### src/rtl/memory_store_unit.sv
// Store side of the banked data memory: alignment check, byte-lane steering, and a small
// FIFO that drains one entry per cycle into four byte-wide banks. Flags loads that hit a buffered store.
`ifndef MEMORY_SIZE_BYTES
`define MEMORY_SIZE_BYTES 1024
`endif

package memory_store_pkg;
   typedef enum logic [1:0] {
      BYTE     = 2'd0,
      HALFWORD = 2'd1,
      WORD     = 2'd2
   } load_type;
endpackage

module memory_store_unit
   import memory_store_pkg::*;
#(
   parameter  int MEMORY_SIZE = `MEMORY_SIZE_BYTES,
   parameter  int DEPTH       = 4,
   localparam int IDX_W       = $clog2(MEMORY_SIZE / 4)
) (
   input  logic             clk,
   input  logic             reset_n,
   input  logic             st_valid,
   output logic             st_ready,
   input  logic [31:0]      st_addr,
   input  load_type         st_type,
   input  logic [31:0]      st_data,
   output logic             misaligned,
   output logic [31:0]      misaligned_addr,
   input  logic             mem_busy,
   output logic [3:0]       bank_we,
   output logic [IDX_W-1:0] bank_index,
   output logic [31:0]      bank_wdata,
   input  logic [31:0]      query_addr,
   output logic             query_hit,
   output logic             empty
);

   localparam int PTR_W = $clog2(DEPTH);

   typedef struct packed {
      logic [IDX_W-1:0] index;
      logic [3:0]       we;
      logic [31:0]      data;
   } entry_t;

   entry_t             buf_q [DEPTH];
   logic [PTR_W-1:0]   head_q, head_d, tail_q, tail_d;
   logic [PTR_W:0]     count_q, count_d;
   logic               misaligned_q, misaligned_d;
   logic [31:0]        mis_addr_q, mis_addr_d;
   logic [IDX_W-1:0]   bank_index_q, bank_index_d;
   logic [31:0]        bank_wdata_q, bank_wdata_d;

   logic               full, accept, aligned, push, pop;
   logic [3:0]         lane_we;
   logic [31:0]        lane_data;
   entry_t             new_entry, head_entry;
   logic [IDX_W-1:0]   q_idx;
   logic               unused_bits;

   assign unused_bits = ^{st_addr[31:IDX_W+2], query_addr[31:IDX_W+2], query_addr[1:0]};

   assign full     = (count_q == (PTR_W+1)'(DEPTH));
   assign empty    = (count_q == '0);
   assign st_ready = !full;
   assign accept   = st_valid && st_ready;
   assign push     = accept && aligned;
   assign pop      = !empty && !mem_busy;

   always_comb begin
      aligned   = 1'b0;
      lane_we   = 4'b0000;
      lane_data = 32'h0;
      case (st_type)
         BYTE: begin
            aligned   = 1'b1;
            lane_we   = 4'b0001 << st_addr[1:0];
            lane_data = {4{st_data[7:0]}};
         end
         HALFWORD: begin
            aligned   = !st_addr[0];
            lane_we   = 4'b0011 << st_addr[1:0];
            lane_data = {2{st_data[15:0]}};
         end
         WORD: begin
            aligned   = (st_addr[1:0] == 2'b00);
            lane_we   = 4'b1111;
            lane_data = st_data;
         end
         default: aligned = 1'b0;
      endcase
   end

   assign new_entry  = '{index: st_addr[IDX_W+1:2], we: lane_we, data: lane_data};
   assign head_entry = buf_q[head_q];

   assign bank_we    = pop ? head_entry.we    : 4'b0000;
   assign bank_index = pop ? head_entry.index : bank_index_q;
   assign bank_wdata = pop ? head_entry.data  : bank_wdata_q;

   assign misaligned      = misaligned_q;
   assign misaligned_addr = mis_addr_q;

   // An entry is live when its distance from head is below count; head counts even while draining.
   assign q_idx = query_addr[IDX_W+1:2];
   always_comb begin
      query_hit = 1'b0;
      for (int i = 0; i < DEPTH; i++) begin
         if (({1'b0, PTR_W'(PTR_W'(i) - head_q)} < count_q) && (buf_q[i].index == q_idx))
            query_hit = 1'b1;
      end
   end

   always_comb begin
      head_d       = head_q + PTR_W'(pop);
      tail_d       = tail_q + PTR_W'(push);
      count_d      = count_q + (PTR_W+1)'(push) - (PTR_W+1)'(pop);
      misaligned_d = accept && !aligned;
      mis_addr_d   = (accept && !aligned) ? st_addr : mis_addr_q;
      bank_index_d = pop ? head_entry.index : bank_index_q;
      bank_wdata_d = pop ? head_entry.data  : bank_wdata_q;
   end

   always_ff @(posedge clk or negedge reset_n) begin
      if (!reset_n) begin
         head_q       <= '0;
         tail_q       <= '0;
         count_q      <= '0;
         misaligned_q <= 1'b0;
         mis_addr_q   <= 32'h0;
         bank_index_q <= '0;
         bank_wdata_q <= 32'h0;
      end else begin
         head_q       <= head_d;
         tail_q       <= tail_d;
         count_q      <= count_d;
         misaligned_q <= misaligned_d;
         mis_addr_q   <= mis_addr_d;
         bank_index_q <= bank_index_d;
         bank_wdata_q <= bank_wdata_d;
      end
   end

   always_ff @(posedge clk) begin
      if (push) buf_q[tail_q] <= new_entry;
   end

endmodule
### config.mk
export PLATFORM = sky130hd
export DESIGN_NAME = memory_store_unit
export DESIGN_NICKNAME = d
export VERILOG_FILES = /design/src/rtl/memory_store_unit.sv
export SDC_FILE = /design/constraint.sdc
export NUM_CORES = 1
export LEC_CHECK = 0
export ABC_AREA = 1
export CAP_MARGIN = 20
export CORE_AREA = 2 2 182 184
export CTS_BUF_LIST = sky130_fd_sc_hd__clkbuf_8 sky130_fd_sc_hd__clkbuf_16
export DETAILED_ROUTE_END_ITERATION = 8
export DIE_AREA = 0 0 184 186
export GPL_TIMING_DRIVEN = 0
export HOLD_SLACK_MARGIN = 0.08
export RECOVER_POWER = 50
export SYNTH_ARGS = -nofsm -noshare
export SYNTH_HDL_FRONTEND = slang
export SYNTH_SLANG_ARGS = --single-unit
### constraint.sdc
create_clock -name clk -period 6.1 [get_ports clk]
set_input_delay 1.525 -clock clk [delete_from_list [all_inputs] [get_ports clk]]
set_output_delay 1.525 -clock clk [all_outputs]
set_load 0.02 [all_outputs]
Yosys cells after proc, flatten, opt, wreduce, memory -nomap -nowiden
Memory sizes are Yosys's and may differ from the RTL's.
Index checks and enable logic that the tools add are counted.
Operators by class
  add/subtract/negate cells: 8
  magnitude comparators: 4
  equal/unequal tests: 7
  shifts and indexed selects: 2
  muxes and demuxes: 12
  reductions and logical operators: 16
Operators with widths (number)
  $pmux 32 s3: 1
  $eq 8x8->1: 4
  $mux 32: 1
  $lt 2x3->1: 4
  $pmux 4 s3: 1
  $logic_and 1x1->1: 8
  $mux 8: 1
  $mux 1: 6
  $logic_not 1->1: 5
  $add 2x1->2: 2
  $logic_not 2->1: 2
  $mux 4: 1
  $shl 1x2->4 const A: 1
  $shl 2x2->4 const A: 1
  $sub 1x2->2 const A: 2
  $sub 2x2->2 const A: 2
  $add 3x1->3: 1
  $eq 3x3->1 const B: 1
  $logic_not 3->1: 1
  $pmux 1 s3: 1
  $sub 3x1->3: 1
  $eq 2x1->1 const B: 1
  $eq 2x2->1 const B: 1
Word-level totals
  flip-flop bits (word level): 80
  bits in writable memories: 176
  output and inout port bits: 80
  memories kept: 1
Memory list
  buf_q: depth 4, width 44, read ports 5, clocked after Yosys merged registers in 0, write ports 1, line 48  | entry_t buf_q [DEPTH];

Longest topological paths before layout
Gate-level depths: netlist (run 1).
  depth in word-level cells: 7
  gate-level depth with buffers: 14
  mapped depth without buffers: 12

Least setup slack after synthesis (run 1)
Ideal clock, no wire load.
  path kind: input port to flip-flop
  start: input port st_type[1]
  end: memory buf_q[0][0] (netlist bit), enable pin
  data arrival time: 5.252 ns
  data required time: 5.600 ns
  slack: 0.348 ns
  cell stages on the path: 6
  cells stage by stage: buf_6 -> nor2_4 -> o21ai_2 -> or2_1 -> buf_6 -> nor3_1
Between the ends
  word-level cells in the longest chain between the ends: 5
Ends and longest elaborated chain
  from (decl): line 27  | input load_type st_type,
  $eq 2x2->1, or another cell as far along: line 76  | case (st_type)
  $pmux 1 s3 *: line 76
  $logic_and 1x1->1 *: line 69  | assign push = accept && aligned;
  $mux 1 *: line 147  | if (push) buf_q[tail_q] <= new_entry;
  $mux 1 (implied by the code) *: line 147
  to (decl): line 48
Mark *: on every way between the ends. The rest lies on a longest branch, timed or not.

Worst setup path after layout (run 1)
  start: input port mem_busy
  end: output port bank_wdata[26]
Between the ends
  word-level cells in the longest chain between the ends: 3
Ends and longest elaborated chain
  from (decl): line 31  | input logic mem_busy,
  $logic_not 1->1: line 70  | assign pop = !empty && !mem_busy;
  $logic_and 1x1->1: line 70
  $mux 32
  to (decl): line 34  | output logic [31:0] bank_wdata,
No other way between the ends.

==> metrics.txt, run 1 <==
Placer Congestion 0.816; worst-skew pair later-pin latency 0.56 ns; worst vdd ir 0.232 mV; TritonCTS buffer count 28; DRC viols 0; vias 7463; Die H 186 um; fin nets 1288; fin crit share 90.3%; critical path arrival 3.98 ns; Unique masters post-synth 30; initial antenna violation count 2; synthesized netlist net count 1086; initial drt markers 460; core area 32200 sq um; postcts setup bufs 0; worst r2r src count_q[0]$_DFF_PN0_; Longest Clk Path Bufs 3; cts repair resizes 0; failing checks capacitance limit, slew limit; CTS Sinks 256; Pre-Repair DR Iteration Count 5; worst hold path startpoint bank_wdata_q[6]$_DFF_PN0_; Cell Pwr Density 457 nW/um^2; Hold WS 0.472 ns; post-synthesis sequential area ratio 69.3%; cts hold-fix bufs 0; Leak 5.66 nW; GRT overflow 0; run status complete, but fails checks; Core Rows 66; Max-Cap Viols 1; routed vias/inst 4.64; Syn Std Cell Area 10500 sq um; H-tree depth 1; CP Class in -> out; total track usage 16.3%; fin cells 1607; Avg Cell Area, Syn 10.8 sq um; Ant. Diodes 0; register bit count reported by yosys 256; post-synth top area share 50.3%; CTS tree built; Inst Count DP 1555; pin count of the biggest net entering global routing 50; critical path required time 4.58 ns; Die X 184 um; WL/cell 17.1 um; Critical Path End Type primary output; Critical path origin mem_busy; Slew HR -36.7%; Clk pin slew, worst setup/hold paths 0.06 ns; Initial Util 32.6%; Post-DRT Antenna Nets 0; num ports 182; clock root cell clkbuf_16; vias in the first global route 7578; Worst setup SP type input port; leading area contributor after synthesis edfxtp_1; IO buf count 151; P&R area growth vs syn 30.4%; endpoints failing setup 0; Slew @ Worst Pin 2.05 ns; share of post-route cells with drive strength above 1 8.17%; Worst Skew 0.0327 ns; die area 34200 sq um; Max Clk Rate 182 MHz; Final Max Slew Viols 32; RSZ-0062 raised after global routing false; Mapped Cells 975; commonest non-fill, non-tap cells in the layout nand2_1, edfxtp_1, clkdlybuf4s50_1; Hold Path Class reg -> reg; final wirelength 27500 um; Final Hold Vio Count 0; Final min period 5.51 ns; commonest non-fill, non-tap cell in the layout nand2_1; synthesis warning total 0; first-pass GRT wire length 42200 um; Worst Path Max Fanout 11; ranking of synthesized cells by area edfxtp_1, dfrtp_1, nand2_1; hpwl dp 19700 um
worst max-delay path, stage by stage:
cell	delay (ns)
dlygate4sd3_1	0.59
nor2_1	0.34
clkbuf_1	0.59
nand2_1	0.19
nand2_1	0.13
clkdlybuf4s50_1	0.60
area by class of cell:
class | count | area, sq um
Multi-Input combinational cell | 623 | 2810
Timing Repair Buffer | 172 | 1760
Fill cell | 3052 | 18500
Tap cell | 408 | 510
Buffer | 41 | 190
Clock buffer | 34 | 795
Sequential cell | 256 | 7290
Clock inverter | 18 | 141
Inverter | 55 | 206
final timing paths:
kind	endpoint	slack, ns	depth (start not counted)
hold / removal	bank_wdata_q[6]$_DFF_PN0_	0.47	2
min in group asynchronous	bank_wdata_q[30]$_DFF_PN0_	1.55	1
hold reg to reg	bank_wdata_q[6]$_DFF_PN0_	0.47	2
max in group asynchronous	bank_index_q[3]$_DFF_PN0_	3.32	1
setup reg to reg	buf_q[3][4]$_DFFE_PP_	3.28	10
setup / recovery	bank_wdata[26]	0.59	6
logic make-up (layout without fill, tap and decap cells):
logic type                 count (synthesis)  after routing  share of synthesized area (%)
adders and majority gates                  9              9                           1.14
AOI/OAI and AO/OA                         45             45                           2.68
DFF                                      256            256                           69.3
xor gates and xnor gates                  25             25                           2.08
and+or+nand+nor                          544            544                           20.9
buffers and inverters                     96            320                           3.89
cells in the mapped netlist:
| cell type | number |
|---|---|
| nor3_1 | 5 |
| a22oi_1 | 8 |
| nor2_4 | 2 |
| nor3_2 | 1 |
| or2_1 | 1 |
| xor2_1 | 9 |
| nand3_1 | 12 |
| nor2_2 | 3 |
| fa_1 | 1 |
| o2111ai_1 | 4 |
| inv_1 | 49 |
| nand4_1 | 37 |
| a21oi_1 | 7 |
| clkinv_1 | 2 |
| nand2_1 | 454 |
| dfrtp_1 | 80 |
| or2_2 | 1 |
| clkbuf_1 | 12 |
| o211ai_1 | 4 |
| o21ai_0 | 18 |
| buf_6 | 2 |
| edfxtp_1 | 176 |
| nor2_1 | 27 |
| o31ai_1 | 3 |
| nand2_2 | 1 |
| ha_1 | 8 |
| o21ai_2 | 1 |
| inv_2 | 4 |
| buf_2 | 27 |
| xnor2_1 | 16 |
state kept, by name (all words and copies together) (netlist names):
| name | flops |
|---|---|
| buf_q | 176 |
| head_q | 2 |
| count_q | 3 |
| bank_index_q | 8 |
| bank_wdata_q | 32 |
| misaligned | 1 |
| tail_q | 2 |
| misaligned_addr | 32 |
per-layer routing:
layer | wire [um] | up-vias | share of wire (%) | GRT usage (%)
li1 | - | 3637 | - | -
met1 | 12100 | 3600 | 44 | 20.8
met2 | 13200 | 183 | 48 | 27.9
met3 | 1540 | 39 | 5.6 | 3.27
met4 | 604 | 4 | 2.2 | 4.93
met5 | 30 | - | 0.11 | 0
power by group:
group          switching, W  internal, W
registers          0.000133      0.00221
logic               0.00138     0.000864
clock network      0.000675      0.00100
total               0.00218      0.00408
stage by stage:
step | cell area (sq um) | setup TNS (ns) | power, W | utilization [%] | worst slack [ns]
after CTS | 13700 | 0 | 0.00634 | 42.7 | 0.768
after global placement | 12500 | -521.34 | 0.00460 | 38.9 | -3.04
after floorplan | 10500 | 0 | 0.00360 | - | 0.348
final | 13700 | 0 | 0.00626 | 42.5 | 0.592
after detailed placement | 12800 | 0 | 0.00465 | 39.7 | 0.780
after global routing | 13700 | 0 | 0.00663 | 42.5 | 0.470
No activity file was read; power rests on OpenSTA's default activity.
==> inputs of run 2 (changes only) <==
--- a/config.mk
+++ b/config.mk
@@ -14,6 +14,7 @@
 export GPL_TIMING_DRIVEN = 0
 export HOLD_SLACK_MARGIN = 0.08
 export RECOVER_POWER = 50
+export SETUP_SLACK_MARGIN = 0.4
 export SYNTH_ARGS = -nofsm -noshare
 export SYNTH_HDL_FRONTEND = slang
 export SYNTH_SLANG_ARGS = --single-unit
==> results of run 2 <==
The final DEF is identical to that of run 1; final timing and power are the same.
